--- src/rtl/spi_flash_arbiter.sv ---
`default_nettype none
// ============================================================================
// Module   : spi_flash_arbiter
// Purpose  : Shares one SPI flash port between NUM_REQ SPI masters. Grants
//            are round-robin, held until the owner drops its request, and
//            separated by CS_GAP clocks of chip-select high so the flash
//            never sees two owners' bits inside one command.
// Ports    : clk, reset (sync, active high)
//            req[N]      per-master request, held for the whole transfer
//            grant[N]    registered one-hot (or zero) grant
//            m_cs_b/m_sck/m_mosi[N]  per-master SPI outputs
//            m_miso      flash MISO broadcast to every master
//            spi_cs/spi_sck/spi_mosi/spi_miso  flash pins
//            busy        high while a grant is held or the CS gap runs
//            timeout_err 1-clk pulse on a forced revoke
// Options  : `define SPI_ARB_TIMEOUT_EN to revoke grants held for
//            TIMEOUT_CYCLES clocks; otherwise grants are held indefinitely
//            and timeout_err is tied low.
// Revision : 1.0 - initial release
// ============================================================================
module spi_flash_arbiter #(
  parameter int NUM_REQ        = 2,
  parameter int CS_GAP         = 4,
  parameter int TIMEOUT_CYCLES = 65536
) (
  input  logic               clk,
  input  logic               reset,
  input  logic [NUM_REQ-1:0] req,
  output logic [NUM_REQ-1:0] grant,
  input  logic [NUM_REQ-1:0] m_cs_b,
  input  logic [NUM_REQ-1:0] m_sck,
  input  logic [NUM_REQ-1:0] m_mosi,
  output logic               m_miso,
  output logic               spi_cs,
  output logic               spi_sck,
  output logic               spi_mosi,
  input  logic               spi_miso,
  output logic               busy,
  output logic               timeout_err
);

  localparam int              OW       = (NUM_REQ > 1) ? $clog2(NUM_REQ) : 1;
  localparam logic [OW-1:0]   LAST_IDX = OW'(NUM_REQ - 1);
  localparam logic [7:0]      GAP_INIT = 8'(CS_GAP);

  typedef enum logic [1:0] {
    ST_IDLE  = 2'd0,
    ST_GRANT = 2'd1,
    ST_GAP   = 2'd2
  } state_t;

  state_t             state, state_nx;
  logic [NUM_REQ-1:0] grant_nx;
  // last_owner doubles as the current owner index while a grant is held.
  logic [OW-1:0]      last_owner, last_owner_nx;
  logic [OW-1:0]      cand, pick;
  logic               found;
  logic [7:0]         gap_cnt, gap_cnt_nx;
  logic [NUM_REQ-1:0] eligible;
  logic               revoke;

`ifdef SPI_ARB_TIMEOUT_EN
  localparam int                HOLD_W    = $clog2(TIMEOUT_CYCLES + 1);
  localparam logic [HOLD_W-1:0] HOLD_LAST = HOLD_W'(TIMEOUT_CYCLES - 1);

  logic [HOLD_W-1:0]  hold_cnt, hold_cnt_nx;
  // A revoked master stays out of arbitration until it drops req once.
  logic [NUM_REQ-1:0] mask, mask_nx;
  logic               timeout_err_nx;

  assign eligible = req & ~mask;
  assign revoke   = (state == ST_GRANT) && (hold_cnt == HOLD_LAST);
`else
  logic unused_timeout;

  assign unused_timeout = (TIMEOUT_CYCLES != 0);
  assign eligible       = req;
  assign revoke         = 1'b0;
  assign timeout_err    = 1'b0;
`endif

  // Next-state and next-grant logic.
  always_comb begin
    state_nx      = state;
    grant_nx      = grant;
    last_owner_nx = last_owner;
    gap_cnt_nx    = gap_cnt;
    found         = 1'b0;
    cand          = last_owner;
    pick          = last_owner;
`ifdef SPI_ARB_TIMEOUT_EN
    hold_cnt_nx    = hold_cnt;
    mask_nx        = mask & req;
    timeout_err_nx = 1'b0;
`endif

    // Rotating search starting one past the previous owner.
    for (int i = 0; i < NUM_REQ; i++) begin
      cand = (cand == LAST_IDX) ? '0 : cand + OW'(1);
      if (!found && eligible[cand]) begin
        found = 1'b1;
        pick  = cand;
      end
    end

    case (state)
      ST_IDLE: begin
        if (found) begin
          grant_nx       = '0;
          grant_nx[pick] = 1'b1;
          last_owner_nx  = pick;
          state_nx       = ST_GRANT;
`ifdef SPI_ARB_TIMEOUT_EN
          hold_cnt_nx    = '0;
`endif
        end
      end
      ST_GRANT: begin
        if (!req[last_owner] || revoke) begin
          grant_nx   = '0;
          gap_cnt_nx = GAP_INIT;
          state_nx   = (CS_GAP == 0) ? ST_IDLE : ST_GAP;
`ifdef SPI_ARB_TIMEOUT_EN
          if (req[last_owner]) begin
            timeout_err_nx      = 1'b1;
            mask_nx[last_owner] = 1'b1;
          end
`endif
        end
`ifdef SPI_ARB_TIMEOUT_EN
        else begin
          hold_cnt_nx = hold_cnt + HOLD_W'(1);
        end
`endif
      end
      ST_GAP: begin
        if (gap_cnt <= 8'd1) begin
          state_nx = ST_IDLE;
        end else begin
          gap_cnt_nx = gap_cnt - 8'd1;
        end
      end
      default: begin
        state_nx = ST_IDLE;
        grant_nx = '0;
      end
    endcase
  end

  always_ff @(posedge clk) begin
    if (reset) begin
      state      <= ST_IDLE;
      grant      <= '0;
      last_owner <= LAST_IDX;
      gap_cnt    <= '0;
`ifdef SPI_ARB_TIMEOUT_EN
      hold_cnt    <= '0;
      mask        <= '0;
      timeout_err <= 1'b0;
`endif
    end else begin
      state      <= state_nx;
      grant      <= grant_nx;
      last_owner <= last_owner_nx;
      gap_cnt    <= gap_cnt_nx;
`ifdef SPI_ARB_TIMEOUT_EN
      hold_cnt    <= hold_cnt_nx;
      mask        <= mask_nx;
      timeout_err <= timeout_err_nx;
`endif
    end
  end

  // Flash pins follow the owner only while the registered grant is set;
  // otherwise the bus is parked deselected.
  assign busy     = (state != ST_IDLE);
  assign m_miso   = spi_miso;
  assign spi_cs   = (|grant) ? m_cs_b[last_owner] : 1'b1;
  assign spi_sck  = (|grant) & m_sck[last_owner];
  assign spi_mosi = (|grant) & m_mosi[last_owner];

endmodule
`default_nettype wire
--- config.mk ---
export PLATFORM = sky130hd
export DESIGN_NAME = spi_flash_arbiter
export DESIGN_NICKNAME = d
export VERILOG_FILES = /design/src/rtl/spi_flash_arbiter.sv
export SDC_FILE = /design/constraint.sdc
export NUM_CORES = 1
export LEC_CHECK = 0
export ABC_CLOCK_PERIOD_IN_PS = 1700
export CORE_MARGIN = 2
export CORE_UTILIZATION = 42
export CTS_CLUSTER_DIAMETER = 100
export DETAILED_ROUTE_END_ITERATION = 16
export PLACE_DENSITY_LB_ADDON = 0.12
export SKIP_CTS_REPAIR_TIMING = 1
export SLEW_MARGIN = 5
export SYNTH_ARGS = -nofsm -noshare
export SYNTH_HDL_FRONTEND = slang
export SYNTH_SLANG_ARGS = --single-unit
--- constraint.sdc ---
create_clock -name clk -period 1.7 [get_ports clk]
set_input_delay 0.34 -clock clk [delete_from_list [all_inputs] [get_ports clk]]
set_output_delay 0.34 -clock clk [all_outputs]
set_load 0.02 [all_outputs]
==> impl_metrics.csv <==
group,metric,value,unit
synth,synth-edff-count,0,
outcome,status,"finished, final reports clean",
synth,synth_seq_cells,13,
cts,cts_tree,"done",
power_and_ir_drop,total_power,732,µW
floorplanning,core,1710,µm²
floorplanning,die_width,46.2,µm
timing,hold-worst-slack,498,ps
hold_path,holdCritPathClass,"reg -> reg",
synth,async_flop_share,0,%
cts,clkSlewWorstSetupHoldPaths,90,ps
floorplanning,initial_core_util,43.8,%
synth,yosysTopAreaCell,"dfxtp_1",
detailed_routing,vias,789,
placement,gp_congestion,0.845,
synth,ys_warn_count,0,
detailed_routing,routedWlPerCell,13.3,µm
synth,synth_top_area_share,34.8,%
cts,clock-sinks,13,
critical_path,r2r_slack,20,ps
timing,min_period_over_period,99.1,%
critical_path,critPathKind,"reg -> reg",
hold_path,holdPathStages,2,
global_routing,grt_pass1_vias,708,
placement,port_buffers,15,
synth,ys_top_cells_by_count,"13 x dfxtp_1, 9 x a21oi_1, 7 x inv_1, 7 x o21ai_0, 6 x nor2_1",
layout,drive_gt1_share,22.0,%
synth,ys_top_cells_by_area,"dfxtp_1 35%, a21oi_1 6.0%, mux2i_1 5.4%, o2111ai_1 4.7%, o21ai_0 4.7%",
global_routing,grt_pass1_wl,3000,µm
synth,syn_nets,103,
placement,place_area,997,µm²
layout,diodes,0,
run,maxCapViolCount,0,
synth,yosys_most_used_dff,"dfxtp_1",
layout,fillCellCount,142,
critical_path,reg2reg_depth,4,
layout,nets,132,
detailed_routing,drt_first_iter_violations,15,
timing,rsz0062_at_grt,"yes",
layout,stdcell_area,1090,µm²
hold_path,min_from,"gap_cnt[6]$_SDFFE_PP0P_",
critical_path,worst_ep_required_time,1920,ps
power_and_ir_drop,power.density,670,nW/µm²
synth,ys_seq_area_share,34.8,%
detailed_routing,postRouteWirelength,1900,µm
hold_path,hold_end,"gap_cnt[6]$_SDFFE_PP0P_",
power_and_ir_drop,leakage,0.000499,µW
power_and_ir_drop,ir_drop,0.000492,V
detailed_routing,firstDrtPassIters,4,
synth,syn-instance-count,90,
cts,cts-root-buf,"clkbuf_4",
layout,syn2layout_area_growth,45.8,%
critical_path,worstReg2RegEnd,"gap_cnt[1]$_SDFFE_PP0P_",
cts,htreeDepth,1,
detailed_routing,drc,0,
cts,clk_path_buf_depth,2,
timing,fmax,594,MHz
floorplanning,rows,15,
detailed_routing,ant_nets,0,
floorplanning,ioPinCount,19,
timing,finalHoldViolCount,0,
timing,slew_viol_final,0,
synth,syn_avg_cell_area,8.31,µm²
critical_path,r2r-start,"gap_cnt[5]$_SDFFE_PP0P_",
critical_path,crit_fanout,5,
critical_path,crit_path_start_kind,"register",
synth,yosysMostFrequentCell,"dfxtp_1",
timing,clock_skew,14.2,ps
global_routing,grt_overflow,0,
placement,place_hpwl,1290,µm
global_routing,grt.total_usage,19.3,%
critical_path,arrival,1900,ps
cts,worstSkewPairLatency,280,ps
global_routing,antenna_found_initial,0,
floorplanning,fp.dieH,46.2,µm
synth,syn-cell-area,748,µm²
timing,setup_violations,0,
cts,cts_buffers,3,
synth,yosysUniqueCellTypes,34,
global_routing,grt_start_max_net_pins,10,
detailed_routing,routed_via_density,5.52,
floorplanning,dieArea,2130,µm²
critical_path,end_kind,"register",
timing,min_period,1680,ps
## cell type report
type	count	area, µm²	share of cell area (%)
inverters	7	26.3	2.41
multi-input cells	66	484	44.4
repair buffers	28	263	24.1
well taps	25	31.3	2.87
flip-flops and latches	13	260	23.9
clock buffers	4	26.3	2.41
## state kept, by name (all words and copies together) (netlist names)
name        cells
grant           2
last_owner      1
state           2
gap_cnt         8
## power breakdown
part	leakage, µW	total, µW	switching [µW]	internal, µW
registers	0.000106	339	19.7	319
clock network	0.0000150	201	110	91.0
logic	0.000378	192	95.2	96.8
## critical path, stage by stage (launching register included)
cell and delay, ps:
dfxtp_1 320, or4_4 570, o41a_1 420, nand3b_1 190
a21oi_1 140
## cell families (layout without fill, tap and decap cells)
family                   after synthesis  in the layout  share of synthesized area [%]
AO/OA/AOI/OAI                         29             29                           26.1
AND/OR/NAND/NOR                       29             29                           22.2
flip-flops                            13             13                           34.8
buffers and inverters                 11             39                           6.52
multiplexers                           4              4                           5.35
adder cells (fa/ha/maj)                2              2                           3.34
other                                  1              1                          0.501
XOR/XNOR                               1              1                           1.17
## per-layer routing
layer	GRT usage (%)	vias up	part of all wire (%)
met5	0	-	0
met4	5.14	0	0.63
met3	5.88	2	6.2
met2	30.0	33	47
met1	25.8	365	46
li1	-	389	-
## worst max-delay path by stage
stage	slack [ps]	depth (start not counted)	end	startpoint
floorplan	70	4	gap_cnt[0]$_SDFFE_PP0P_	gap_cnt[4]$_SDFFE_PP0P_
global placement	-180	4	spi_cs	m_cs_b[1]
detailed placement	-230	4	spi_mosi	m_mosi[1]
CTS	-240	4	spi_mosi	m_mosi[1]
global route	-40	4	gap_cnt[1]$_SDFFE_PP0P_	gap_cnt[5]$_SDFFE_PP0P_
finish	20	4	gap_cnt[1]$_SDFFE_PP0P_	gap_cnt[5]$_SDFFE_PP0P_
## through the flow
stage	TNS [ps]	std cells	util (%)	setup WS, ps
3_3_place_gp	-583	138	58.4	-183
6_report	0	143	63.9	16.0
4_1_cts	-874	142	59.9	-241
3_5_place_dp	-665	138	58.4	-228
2_1_floorplan	0	90	-	73.9
5_1_grt	-51.2	143	63.9	-35.7
## layout by cell type (no fill, tap or decap), types with 2 or more instances in the layout
cell type,instances
dfxtp_1,13
o21ai_0,7
clkbuf_4,3
nor2_1,5
buf_4,13
nor2b_1,2
or4_1,2
or2_2,3
o2111ai_1,3
a21oi_1,8
mux2i_1,4
nand2_1,5
clkdlybuf4s50_1,9
inv_1,7
nand3b_1,3
ha_1,2
nand3_1,2
dlymetal6s2s_1,6
(Power assumes the default switching activity.)
==> RTL change, RTL diff (same settings) <==
Add a define of `SPI_ARB_TIMEOUT_EN`.
--- a/src/rtl/spi_flash_arbiter.sv
+++ b/src/rtl/spi_flash_arbiter.sv
@@ -18,6 +18,8 @@
 //            and timeout_err is tied low.
 // Revision : 1.0 - initial release
 // ============================================================================
+`define SPI_ARB_TIMEOUT_EN
+
 module spi_flash_arbiter #(
   parameter int NUM_REQ        = 2,
   parameter int CS_GAP         = 4,
Formal check against the unedited RTL: same outputs for any inputs over 10 cycles, from zero or initial values and one cycle with reset high; that may be too few to reach the edited logic, so the function may still have changed.
==> RTL change against the unedited design <==
The run now ends with negative setup slack left. Synthesized cell count is 140% higher. Sequential cell count is 20 higher. Global-route usage is 0.95 points lower. Cell area grew to 2.5 times the old value. First-iteration DRC count grew to 3.1 times the old value. Sequential power is 140% higher. Total power grew to 2.8 times the old value. Clock power grew to 3.8 times the old value. Routed wire length is 140% higher. Highest routed layer unchanged. Non-clock buffer count is 43 higher. Critical endpoint is now hold_cnt[9]. Setup slack worse by 0.53 ns. Area after synthesis is 150% higher. Utilization hardly changed.
==> RTL change: results (changes against the unedited design) <==
Outcome
  – Outcome: finished, violations left (was finished, final reports clean)
  – Failing checks: negative setup slack

Critical path
  – Worst EP arrival: 2.42 ns (was 1.90 ns)

GRT
  – First-pass GRT wire length: 7560 microns (was 3000 microns)

Final layout
  – Share of layout cells above drive strength 1: 39.4% (was 22.0%)
  – Nets: 291 (was 132)
  – Seq Cell Count: 33 (was 13)

Placement
  – Dpl ws: -0.541 ns (was -0.228 ns)
  – GP Congestion: 0.872 (was 0.845)
  – Count of input and output buffers: 16 (was 15)
  – DP Area: 2490 sq um (was 997 sq um)

Power and ir drop
  – Sw frac: 25.7% (was 30.7%)
  – VDD IR max: 522 uV (was 492 uV)
  – Clock share of power: 37.4% (was 27.5%)
  – P_sw: 0.520 mW (was 0.225 mW)

CTS
  – Clk root buf: clkbuf_8 (was clkbuf_4)
  – CTS H-Tree Depth: 2 (was 1)

Yosys
  – Top post-synthesis cells by count: dfxtp_1 (33), nor2_1 (16), mux2i_1 (15), nand3b_1 (13), a21oi_1 (12) (was dfxtp_1 (13), a21oi_1 (9), inv_1 (7), o21ai_0 (7), nor2_1 (6))
  – Multiplexer share of the synthesized area: 8.03% (was 5.35%)
  – XOR/XNOR share of the synthesized area: 1.87% (was 1.17%)
  – Top cells by area, synth: dfxtp_1 (35%), mux2i_1 (8.0%), nand3b_1 (5.2%), or3b_2 (5.2%), a21oi_1 (3.2%) (was dfxtp_1 (35%), a21oi_1 (6.0%), mux2i_1 (5.4%), o2111ai_1 (4.7%), o21ai_0 (4.7%))
  – Syn nets: 227 (was 103)

Timing
  – Final setup fails: 23 (was 0)
  – Worst path setup slack after routing: -0.510 ns (was 0.0160 ns)
  – Setup TNS: -7.42 ns (was 0 ns)
  – Clock skew: 0.00435 ns (was 0.0142 ns)
## RTL change: cell count changes after synthesis, sizes merged, moves of 8 or more
| cell | unedited run | this run |
|---|---|---|
| clkbuf | 1 | 10 |
| dfxtp | 13 | 33 |
| nand3 | 2 | 10 |
| mux2i | 4 | 15 |
| nor2 | 6 | 16 |
| nand3b | 3 | 13 |
| or3b | 0 | 11 |
## RTL change: per-layer routing
| metal | part of all wire [%] | wire length (microns) | GRT usage, % | up-vias |
|---|---|---|---|---|
| met3 | 2.1 | 99 | 4.70 | 2 |
| met1 | 45 | 2100 | 22.4 | 859 |
| li1 | - | - | - | 905 |
| met5 | 0 | 0 | 0 | - |
| met2 | 52 | 2400 | 31.7 | 19 |
| met4 | 0.43 | 20 | 5.87 | 0 |
## RTL change: worst paths after layout
check | from | endpoint
setup / recovery | hold_cnt[1] | hold_cnt[9]
hold / removal | gap_cnt[1] | gap_cnt[1]
setup reg to reg | hold_cnt[1] | hold_cnt[9]
hold reg to reg | gap_cnt[1] | gap_cnt[1]
